--- src/rtl/latch_bank_controller_pkg.sv ---
// Shared types and constants for the latch bank controller.
package latch_ctrl_pkg;

    typedef enum logic [2:0] {
        IDLE,
        SETUP,
        OPEN,
        CLOSE,
        ACK
    } state_t;

    localparam int OPEN_CNT_W = 4;

endpackage

--- src/rtl/latch_bank_controller_if.sv ---
// Requester-side bus of the latch bank controller: two level requests with address, data and ack.
interface latch_bank_controller_if #(
    parameter int WIDTH = 8,
    parameter int AW    = 2
);
    logic             req0;
    logic             req1;
    logic [AW-1:0]    addr0;
    logic [AW-1:0]    addr1;
    logic [WIDTH-1:0] data0;
    logic [WIDTH-1:0] data1;
    logic             ack0;
    logic             ack1;

    modport master (
        output req0, req1, addr0, addr1, data0, data1,
        input  ack0, ack1
    );

    modport slave (
        input  req0, req1, addr0, addr1, data0, data1,
        output ack0, ack1
    );
endinterface

--- src/rtl/latch_bank_controller_arb.sv ---
// Two-way round-robin pick; on a tie the requester that is not last_grant wins.
// Latency: combinational. Backpressure: none, the caller decides when to consume the pick.
module rr_arbiter2 (
    input  logic req0,
    input  logic req1,
    input  logic grant,
    output logic valid,
    output logic winner
);
    always_comb begin
        valid  = req0 | req1;
        winner = (req0 & req1) ? ~grant : req1;
    end
endmodule

--- src/rtl/latch_bank_controller.sv ---
// Arbitrates two writers onto a transparent latch bank, sequencing data bus and enables safely.
// Latency: ack OPEN_CYCLES+3 cycles after grant; backpressure: req held until ack, one write in flight.
module latch_bank_controller
    import latch_ctrl_pkg::*;
#(
    parameter int WIDTH       = 8,
    parameter int DEPTH       = 4,
    parameter int OPEN_CYCLES = 2
) (
    input  logic                   clk,
    input  logic                   reset,
    latch_bank_controller_if.slave req_if,
    output logic [DEPTH-1:0]       latch_en,
    output logic [WIDTH-1:0]       latch_d,
    output logic                   busy,
    output logic                   grant
);
    localparam int AW = (DEPTH > 1) ? $clog2(DEPTH) : 1;

    state_t                state, state_n;
    logic [OPEN_CNT_W-1:0] cnt, cnt_n;
    logic [AW-1:0]         cap_addr, cap_addr_n;
    logic [DEPTH-1:0]      en_dec;
    logic [DEPTH-1:0]      latch_en_n;
    logic [WIDTH-1:0]      latch_d_n;
    logic                  ack0_n, ack1_n, busy_n, grant_n;
    logic                  arb_valid, arb_winner;

    rr_arbiter2 u_arb (
        .req0   (req_if.req0),
        .req1   (req_if.req1),
        .grant  (grant),
        .valid  (arb_valid),
        .winner (arb_winner)
    );

    // Out-of-range addresses decode to no enable at all.
    always_comb begin
        en_dec = '0;
        for (int i = 0; i < DEPTH; i++) begin
            if (cap_addr == AW'(i)) begin
                en_dec[i] = 1'b1;
            end
        end
    end

    // Outputs are computed for the state being entered so they come straight from flops.
    always_comb begin
        state_n    = state;
        cnt_n      = cnt;
        cap_addr_n = cap_addr;
        grant_n    = grant;
        latch_d_n  = latch_d;
        latch_en_n = '0;
        ack0_n     = 1'b0;
        ack1_n     = 1'b0;
        case (state)
            IDLE: begin
                if (arb_valid) begin
                    state_n    = SETUP;
                    grant_n    = arb_winner;
                    cap_addr_n = arb_winner ? req_if.addr1 : req_if.addr0;
                    latch_d_n  = arb_winner ? req_if.data1 : req_if.data0;
                end
            end
            SETUP: begin
                state_n    = OPEN;
                cnt_n      = OPEN_CNT_W'(OPEN_CYCLES - 1);
                latch_en_n = en_dec;
            end
            OPEN: begin
                if (cnt == '0) begin
                    state_n = CLOSE;
                end else begin
                    cnt_n      = cnt - 1'b1;
                    latch_en_n = en_dec;
                end
            end
            CLOSE: begin
                state_n = ACK;
                ack0_n  = ~grant;
                ack1_n  = grant;
            end
            ACK: begin
                state_n = IDLE;
            end
            default: begin
                state_n = IDLE;
            end
        endcase
        busy_n = (state_n != IDLE);
    end

    always_ff @(posedge clk) begin
        if (reset) begin
            state       <= IDLE;
            cnt         <= '0;
            cap_addr    <= '0;
            grant       <= 1'b1;
            latch_en    <= '0;
            latch_d     <= '0;
            busy        <= 1'b0;
            req_if.ack0 <= 1'b0;
            req_if.ack1 <= 1'b0;
        end else begin
            state       <= state_n;
            cnt         <= cnt_n;
            cap_addr    <= cap_addr_n;
            grant       <= grant_n;
            latch_en    <= latch_en_n;
            latch_d     <= latch_d_n;
            busy        <= busy_n;
            req_if.ack0 <= ack0_n;
            req_if.ack1 <= ack1_n;
        end
    end
endmodule

--- src/flat_wrapper.sv ---
// flat-port wrapper written by rule: the top's interface ports become plain ports
module latch_bank_controller_flat import latch_ctrl_pkg::*;
#(
    parameter int WIDTH       = 8,
    parameter int DEPTH       = 4,
    parameter int OPEN_CYCLES = 2
)
  (clk, reset, latch_en, latch_d, busy, grant, req_if_req0, req_if_req1, req_if_addr0, req_if_addr1, req_if_data0, req_if_data1, req_if_ack0, req_if_ack1);
  latch_bank_controller_if #(.WIDTH(WIDTH), .AW(2)) req_if_i ();
  input  logic clk;
  input  logic reset;
  output logic [DEPTH-1:0] latch_en;
  output logic [WIDTH-1:0] latch_d;
  output logic busy;
  output logic grant;
  input wire logic [$bits(req_if_i.req0)-1:0] req_if_req0;
  input wire logic [$bits(req_if_i.req1)-1:0] req_if_req1;
  input wire logic [$bits(req_if_i.addr0)-1:0] req_if_addr0;
  input wire logic [$bits(req_if_i.addr1)-1:0] req_if_addr1;
  input wire logic [$bits(req_if_i.data0)-1:0] req_if_data0;
  input wire logic [$bits(req_if_i.data1)-1:0] req_if_data1;
  output wire logic [$bits(req_if_i.ack0)-1:0] req_if_ack0;
  output wire logic [$bits(req_if_i.ack1)-1:0] req_if_ack1;
  assign req_if_i.req0 = req_if_req0;
  assign req_if_i.req1 = req_if_req1;
  assign req_if_i.addr0 = req_if_addr0;
  assign req_if_i.addr1 = req_if_addr1;
  assign req_if_i.data0 = req_if_data0;
  assign req_if_i.data1 = req_if_data1;
  assign req_if_ack0 = req_if_i.ack0;
  assign req_if_ack1 = req_if_i.ack1;
  latch_bank_controller #(.WIDTH(WIDTH), .DEPTH(DEPTH), .OPEN_CYCLES(OPEN_CYCLES)) u_core (.clk(clk), .reset(reset), .req_if(req_if_i), .latch_en(latch_en), .latch_d(latch_d), .busy(busy), .grant(grant));
endmodule
--- config.mk ---
export PLATFORM = sky130hd
export DESIGN_NAME = latch_bank_controller_flat
export DESIGN_NICKNAME = d
export VERILOG_FILES = /design/src/rtl/latch_bank_controller_pkg.sv /design/src/rtl/latch_bank_controller_if.sv /design/src/rtl/latch_bank_controller_arb.sv /design/src/rtl/latch_bank_controller.sv /design/src/flat_wrapper.sv
export SDC_FILE = /design/constraint.sdc
export NUM_CORES = 1
export LEC_CHECK = 0
export CAP_MARGIN = 20
export CORE_MARGIN = 1
export CORE_UTILIZATION = 36
export CTS_BUF_LIST = sky130_fd_sc_hd__clkbuf_16
export CTS_CLUSTER_SIZE = 30
export DETAILED_ROUTE_END_ITERATION = 8
export GPL_ROUTABILITY_DRIVEN = 0
export PLACE_DENSITY = 0.69
export SLEW_MARGIN = 20
export SYNTH_ARGS = -nofsm -noshare
export SYNTH_HDL_FRONTEND = slang
export SYNTH_HIERARCHICAL = 1
export SYNTH_SLANG_ARGS = --single-unit
--- constraint.sdc ---
create_clock -name clk -period 1.59 [get_ports clk]
set_clock_uncertainty 0.2 [all_clocks]
set_input_delay 0.2385 -clock clk [delete_from_list [all_inputs] [get_ports clk]]
set_output_delay 0.2385 -clock clk [all_outputs]
set_load 0.01 [all_outputs]
==> out/summary.txt, run 1 <==
commonest non-fill, non-tap cell in the layout -> clkdlybuf4s50_1
failing checks -> negative setup slack
Min Hold Slack -> 0.244 ns
setup tns final -> -0.125 ns
layout cell share with drive strength beyond 1 -> 0.363
post-synth top area share -> 0.467
vias in the first global route -> 966
CTS max path bufs -> 2
Via Count -> 1032
Max Cap Violations -> 0
Core ar. -> 0.00278 mm²
commonest non-fill, non-tap cells in the layout -> clkdlybuf4s50_1 (28), dfxtp_1 (20), buf_4 (18)
DR vias/cell -> 5.19
number of CTS-inserted buffers -> 3
Antenna Nets Post-Route -> 0
register area share after synthesis -> 0.467
I/O Pins -> 40
Slew Limit Fails -> 0
Port Buffers -> 39
CP endpoint kind -> flip-flop
Yosys Warn Count -> 6
top cells by area, synth -> dfxtp_1 (47%), mux2i_1 (10%), a211oi_1 (7.0%)
initial core utilization -> 0.386
Final WS setup -> -0.0995 ns
Final Critical Period -> 1.69 ns
Yosys top cell by area -> dfxtp_1
critical path type -> flip-flop to flip-flop
share of the core filled with cells -> 0.688
register bit count reported by yosys -> 25
total power -> 0.00338 W
Die ar. -> 0.00320 mm²
RSZ-0062 raised after global routing -> yes
Pwr Density -> 1760 mW/mm²
clk sinks -> 25
syn_nets -> 132
CTS tree -> built
final setup violation count -> 3
nets@finish -> 195
Avg Cell Area, Syn -> 10.1 µm²
HPWL Detailed -> 1.80 mm
Crit Path Max Fanout -> 4
Worst Path Required -> 1.59 ns
clock root cell -> clkbuf_16
clock-pin slew on the worst setup and hold paths -> 0.07 ns
drt drc -> 0
Pleak -> 0.829 nW
Die W -> 56.6 µm
final hold violation count -> 0
Syn Inst Count -> 106
count of different cell masters after synthesis -> 34
Area growth, synth to finish -> 78.5%
Hold WC Path Type -> input port to flip-flop
Peak VDD IR -> 1.61 mV
largest net degree at the start of global routing -> 16
GRT Resource Usage Total -> 0.169
placed insts -> 185
Die Y -> 56.6 µm
Slew HR -> 0.648
htree depth -> 1
later-pin clock latency in the skew report -> 0.27 ns
Starting DRT DRC Count -> 5
initial antenna violation count -> 0
Total Wirelength -> 2.84 mm
gr ovfl total -> 0
measured slew at the worst slew-check pin -> 0.524 ns
Final period util -> 1.06
Cell Area, Synth -> 0.00107 mm²
Finished Layout Cells -> 199
ant diodes -> 0
Max Clock Freq -> 592 MHz
cts hold-fix bufs -> 0
status -> finished, violations left
FP Rows -> 19
first-pass GRT wire length -> 4.08 mm
WL per Instance -> 14.3 µm
category of the worst setup path launch point -> flip-flop
Initial DRT Pass Iterations -> 4
critical path arrival -> 1.69 ns
-- state kept, by name (all words and copies together), names as in the netlist, 2 cells and up --
name             cells
u_core/state         3
u_core/latch_d       8
u_core/latch_en      4
u_core/cnt           4
u_core/cap_addr      2
-- report_power, final --
group | internal (W) | total (W) | switching, W
clock network | 0.000342 | 0.000574 | 0.000232
registers | 0.000827 | 0.00101 | 0.000183
logic | 0.00103 | 0.00179 | 0.000761
total | 0.00220 | 0.00338 | 0.00118
-- cells in the mapped netlist (all sizes together) --
cell / number
nor3: 1
a21oi: 3
and4b: 1
buf: 3
nor3b: 1
or4: 3
nor4: 1
or2: 3
a31oi: 1
xnor2: 1
ha: 2
clkbuf: 3
or3b: 3
nor2b: 2
a21boi: 1
o21ai: 1
or3: 1
dfxtp: 25
nand3b: 1
o211ai: 1
and2: 1
nor4b: 5
a211oi: 10
nand2b: 1
mux2i: 11
o31ai: 1
nor2: 15
and3: 1
inv: 2
a211o: 1
-- kinds of logic (layout without fill, tap and decap cells) --
family,after synthesis,in the layout,synth area share
buffers and inverters,8,70,0.0303
XOR/XNOR,1,1,0.00817
flip-flops,25,25,0.467
AND/OR/NAND/NOR,40,40,0.245
multiplexers,11,11,0.103
adder cells (fa/ha/maj),2,2,0.0233
AO/OA/AOI/OAI,19,19,0.124
-- worst max-delay path, stage by stage, from the launching register on --
cell	delay, ns
dfxtp_2	0.34
or4_4	0.54
or4_4	0.43
a21oi_2	0.13
-- metal layers --
| layer | vias to the layer above | part of all wire | track usage |
|---|---|---|---|
| met1 | 482 | 0.41 | 0.180 |
| met5 | - | 0 | 0 |
| met2 | 34 | 0.51 | 0.294 |
| met3 | 5 | 0.059 | 0.0553 |
| li1 | 511 | - | - |
| met4 | 0 | 0.018 | 0.0836 |
-- cell type report --
| cell class | count | area, µm² |
|---|---|---|
| timing repair buffer | 64 | 609 |
| sequential | 25 | 512 |
| fill | 210 | 867 |
| tap | 31 | 38.8 |
| multi-input combinational | 73 | 664 |
| inverter | 2 | 7.51 |
| clock buffer | 3 | 75.1 |
| clock inverter | 1 | 7.51 |
-- through the flow --
| step | area, µm² | setup slack, ns |
|---|---|---|
| 2_1_floorplan | 1070 | 0.000189 |
| 3_3_place_gp | 1590 | -0.235 |
| 3_5_place_dp | 1590 | -0.316 |
| 4_1_cts | 1760 | -0.0567 |
| 5_1_grt | 1910 | -0.134 |
| 6_report | 1910 | -0.0995 |
-- repair_timing --
action,in CTS,in global routing
endpoints found under the hold margin,0,0
buffers inserted,5,4
setup endpoints to repair,20,20
gates cloned,0,1
pin swaps,6,12
gates resized for setup,23,31
-- final timing paths --
| kind | start | endpoint | slack [ns] | depth (start not counted) |
|---|---|---|---|---|
| worst min register to register | u_core/grant | u_core/req_if.ack0 | 0.28 | 1 |
| worst min-delay path | req_if_req1 | u_core/busy | 0.24 | 5 |
| worst max-delay path | u_core/cnt[0] | u_core/cnt[3] | -0.1 | 3 |
| worst max register to register | u_core/cnt[0] | u_core/cnt[3] | -0.1 | 3 |
No activity file was read; power rests on OpenSTA's default activity.
==> run 2, diff against run 1 <==
SLEW_MARGIN = 10   (was 20)
==> results of run 2 <==
No change in the layout: final DEF, timing and power equal those of run 1.
==> variant: new RTL, flow settings as in run 1 <==
`WIDTH` is set to 8 in 3 places; all go to 6.
--- a/src/rtl/latch_bank_controller_if.sv
+++ b/src/rtl/latch_bank_controller_if.sv
@@ -1,5 +1,5 @@
 // Requester-side bus of the latch bank controller: two level requests with address, data and ack.
 interface latch_bank_controller_if #(
-    parameter int WIDTH = 8,
+    parameter int WIDTH = 6,
     parameter int AW    = 2
 );
--- a/src/rtl/latch_bank_controller.sv
+++ b/src/rtl/latch_bank_controller.sv
@@ -4,5 +4,5 @@
     import latch_ctrl_pkg::*;
 #(
-    parameter int WIDTH       = 8,
+    parameter int WIDTH       = 6,
     parameter int DEPTH       = 4,
     parameter int OPEN_CYCLES = 2
--- a/src/flat_wrapper.sv
+++ b/src/flat_wrapper.sv
@@ -2,5 +2,5 @@
 module latch_bank_controller_flat import latch_ctrl_pkg::*;
 #(
-    parameter int WIDTH       = 8,
+    parameter int WIDTH       = 6,
     parameter int DEPTH       = 4,
     parameter int OPEN_CYCLES = 2
Ports: changed (resized latch_d, req_if_data0 and req_if_data1); port bits go from 40 to 34. The function was not compared with the original's and may differ.
==> variant against run 1 <==
- the run still ends with setup timing left
- global-route usage is 1.3 points higher
- worst hold slack got worse by 0.060 ns
- via count decreased by 9.5%
- area after synthesis shrank 6.4%
- non-clock buffer count decreased by 10
- clock power decreased by 4.5%
- worst setup slack worse by 0.018 ns
- first-iteration DRC count fell by 60%
- sequential cell count is 2 lower
- final area shrank 11%
- core utilization shrank 2.1 points
- routed wire length is 7.5% lower
- power fell by 11%
- critical endpoint unchanged
==> variant: results (changes against run 1) <==
Run status
  • Failing checks: setup timing
  • Status: complete, but fails checks

Synth
  • Syn nets: 120 (-9.1%)
  • Unique cell type count in the Yosys netlist: 36 (+5.9%)
  • Sequential element share of the synthesized area: 0.459 (-0.00789)
  • Mean post-synth cell area: 10.2 µm² (+1.2%)
  • Area contributors post-synth: dfxtp_1 46%, mux2i_1 9.0%, a211oi_1 5.2%, nor2_1 4.9%, nor4b_1 3.5%

Cells and area
  • Layout cells sized above 1: 0.340 (-0.0231)
  • Non-filler cells, final: 180 (-9.5%)
  • Final-layout fill cell count: 211 (+0.48%)

Power and ir drop
  • Peak supply drop: 0.000969 V (-40%)
  • P_int: 0.00197 W (-10%)
  • Leakage: 0.767 nW (-7.5%)

Placed design
  • Placed cells: 169 (-8.6%)
  • IO buf count: 33 (-15%)
  • DP Worst Slack: -0.314 ns (+0.00154 ns)
  • Dpl hpwl: 1690 µm (-6.0%)

GRT
  • GRT Total Usage: 0.181 (+0.0127)
  • Vias in the first global route: 869 (-10%)
  • First-pass GRT wire length: 3680 µm (-10%)

Routing
  • Final WL: 2630 µm (-7.5%)
  • Initial drt markers: 2 (-3)

Timing
  • Worst Tran Pin Value: 0.513 ns (-0.0109 ns)
  • Finish-stage setup viols: 4 (+1)
  • Setup ws final: -0.117 ns (-0.0180 ns)

Hold path
  • Worst Hold Depth: 4 (-1)
==> variant: changes by cell type after synthesis <==
cell	delta
clkbuf_2	+1
buf_6	+2
mux2i_1	-2
or2_2	+1
dfxtp_1	-2
nor4b_1	+1
or2_1	-1
a211oi_2	+1
nor4b_2	-1
clkbuf_1	-2
buf_2	-1
a211oi_1	-3
nor2_1	-2
==> variant: layer usage <==
layer / up-vias / global-route usage / wire length, µm
met4: 0 / 0.132 / 87
met3: 6 / 0.0417 / 114
met5: - / 0 / 0
met1: 430 / 0.202 / 1070
li1: 463 / - / -
met2: 35 / 0.297 / 1350
==> variant: power by group through the flow <==
stage,combinational [W],sequential (W),clock (W)
finish,0.00152,0.000928,0.000548
global route,0.00164,0.000952,0.000569
CTS,0.00126,0.000920,0.000557
detailed placement,0.00115,0.000896,0
global placement,0.00113,0.000897,0
floorplan,0.000705,0.000887,0
==> variant: final cells by class <==
cell class                      count  share of cell area
Inverter                            2             0.00442
Tap cell                           30              0.0221
Timing Repair Buffer               54               0.312
Sequential cell                    23               0.279
Clock buffer                        3              0.0442
Clock inverter                      1             0.00295
Multi-Input combinational cell     67               0.336
==> variant: metrics by stage <==
| step | utilization | area, µm² |
|---|---|---|
| 6_report | 0.667 | 1700 |
| 5_1_grt | 0.667 | 1700 |
| 4_1_cts | 0.622 | 1580 |
| 3_5_place_dp | 0.567 | 1440 |
| 3_3_place_gp | 0.567 | 1440 |
| 2_1_floorplan | - | 1010 |
==> variant: path summary, 6_finish.rpt <==
kind                  from                 end  slack, ns
min reg2reg   u_core/grant  u_core/req_if.ack0       0.27
max reg2reg  u_core/cnt[0]       u_core/cnt[3]      -0.12
min            req_if_req1         u_core/busy       0.18
max          u_core/cnt[0]       u_core/cnt[3]      -0.12
==> variant: what timing repair did <==
item / CTS / global route
setup buffers: 2 / 4
resized for setup: 14 / 26
pin swaps: 3 / 12
cloned: 0 / 1
endpoints found under the setup margin: 17 / 23
==> variant: cells by family after synthesis <==
logic type / synth area share
simple gates: 0.248
flops: 0.459
compound gates: 0.122
mux: 0.0898
buf+inv: 0.0474
fa+ha+maj: 0.0249
xor+xnor: 0.00873
==> variant: critical path, stage by stage, from the launching register on <==
cell     delay [ns]
dfxtp_2        0.34
or4_4          0.53
or4_4          0.44
a21oi_2        0.14
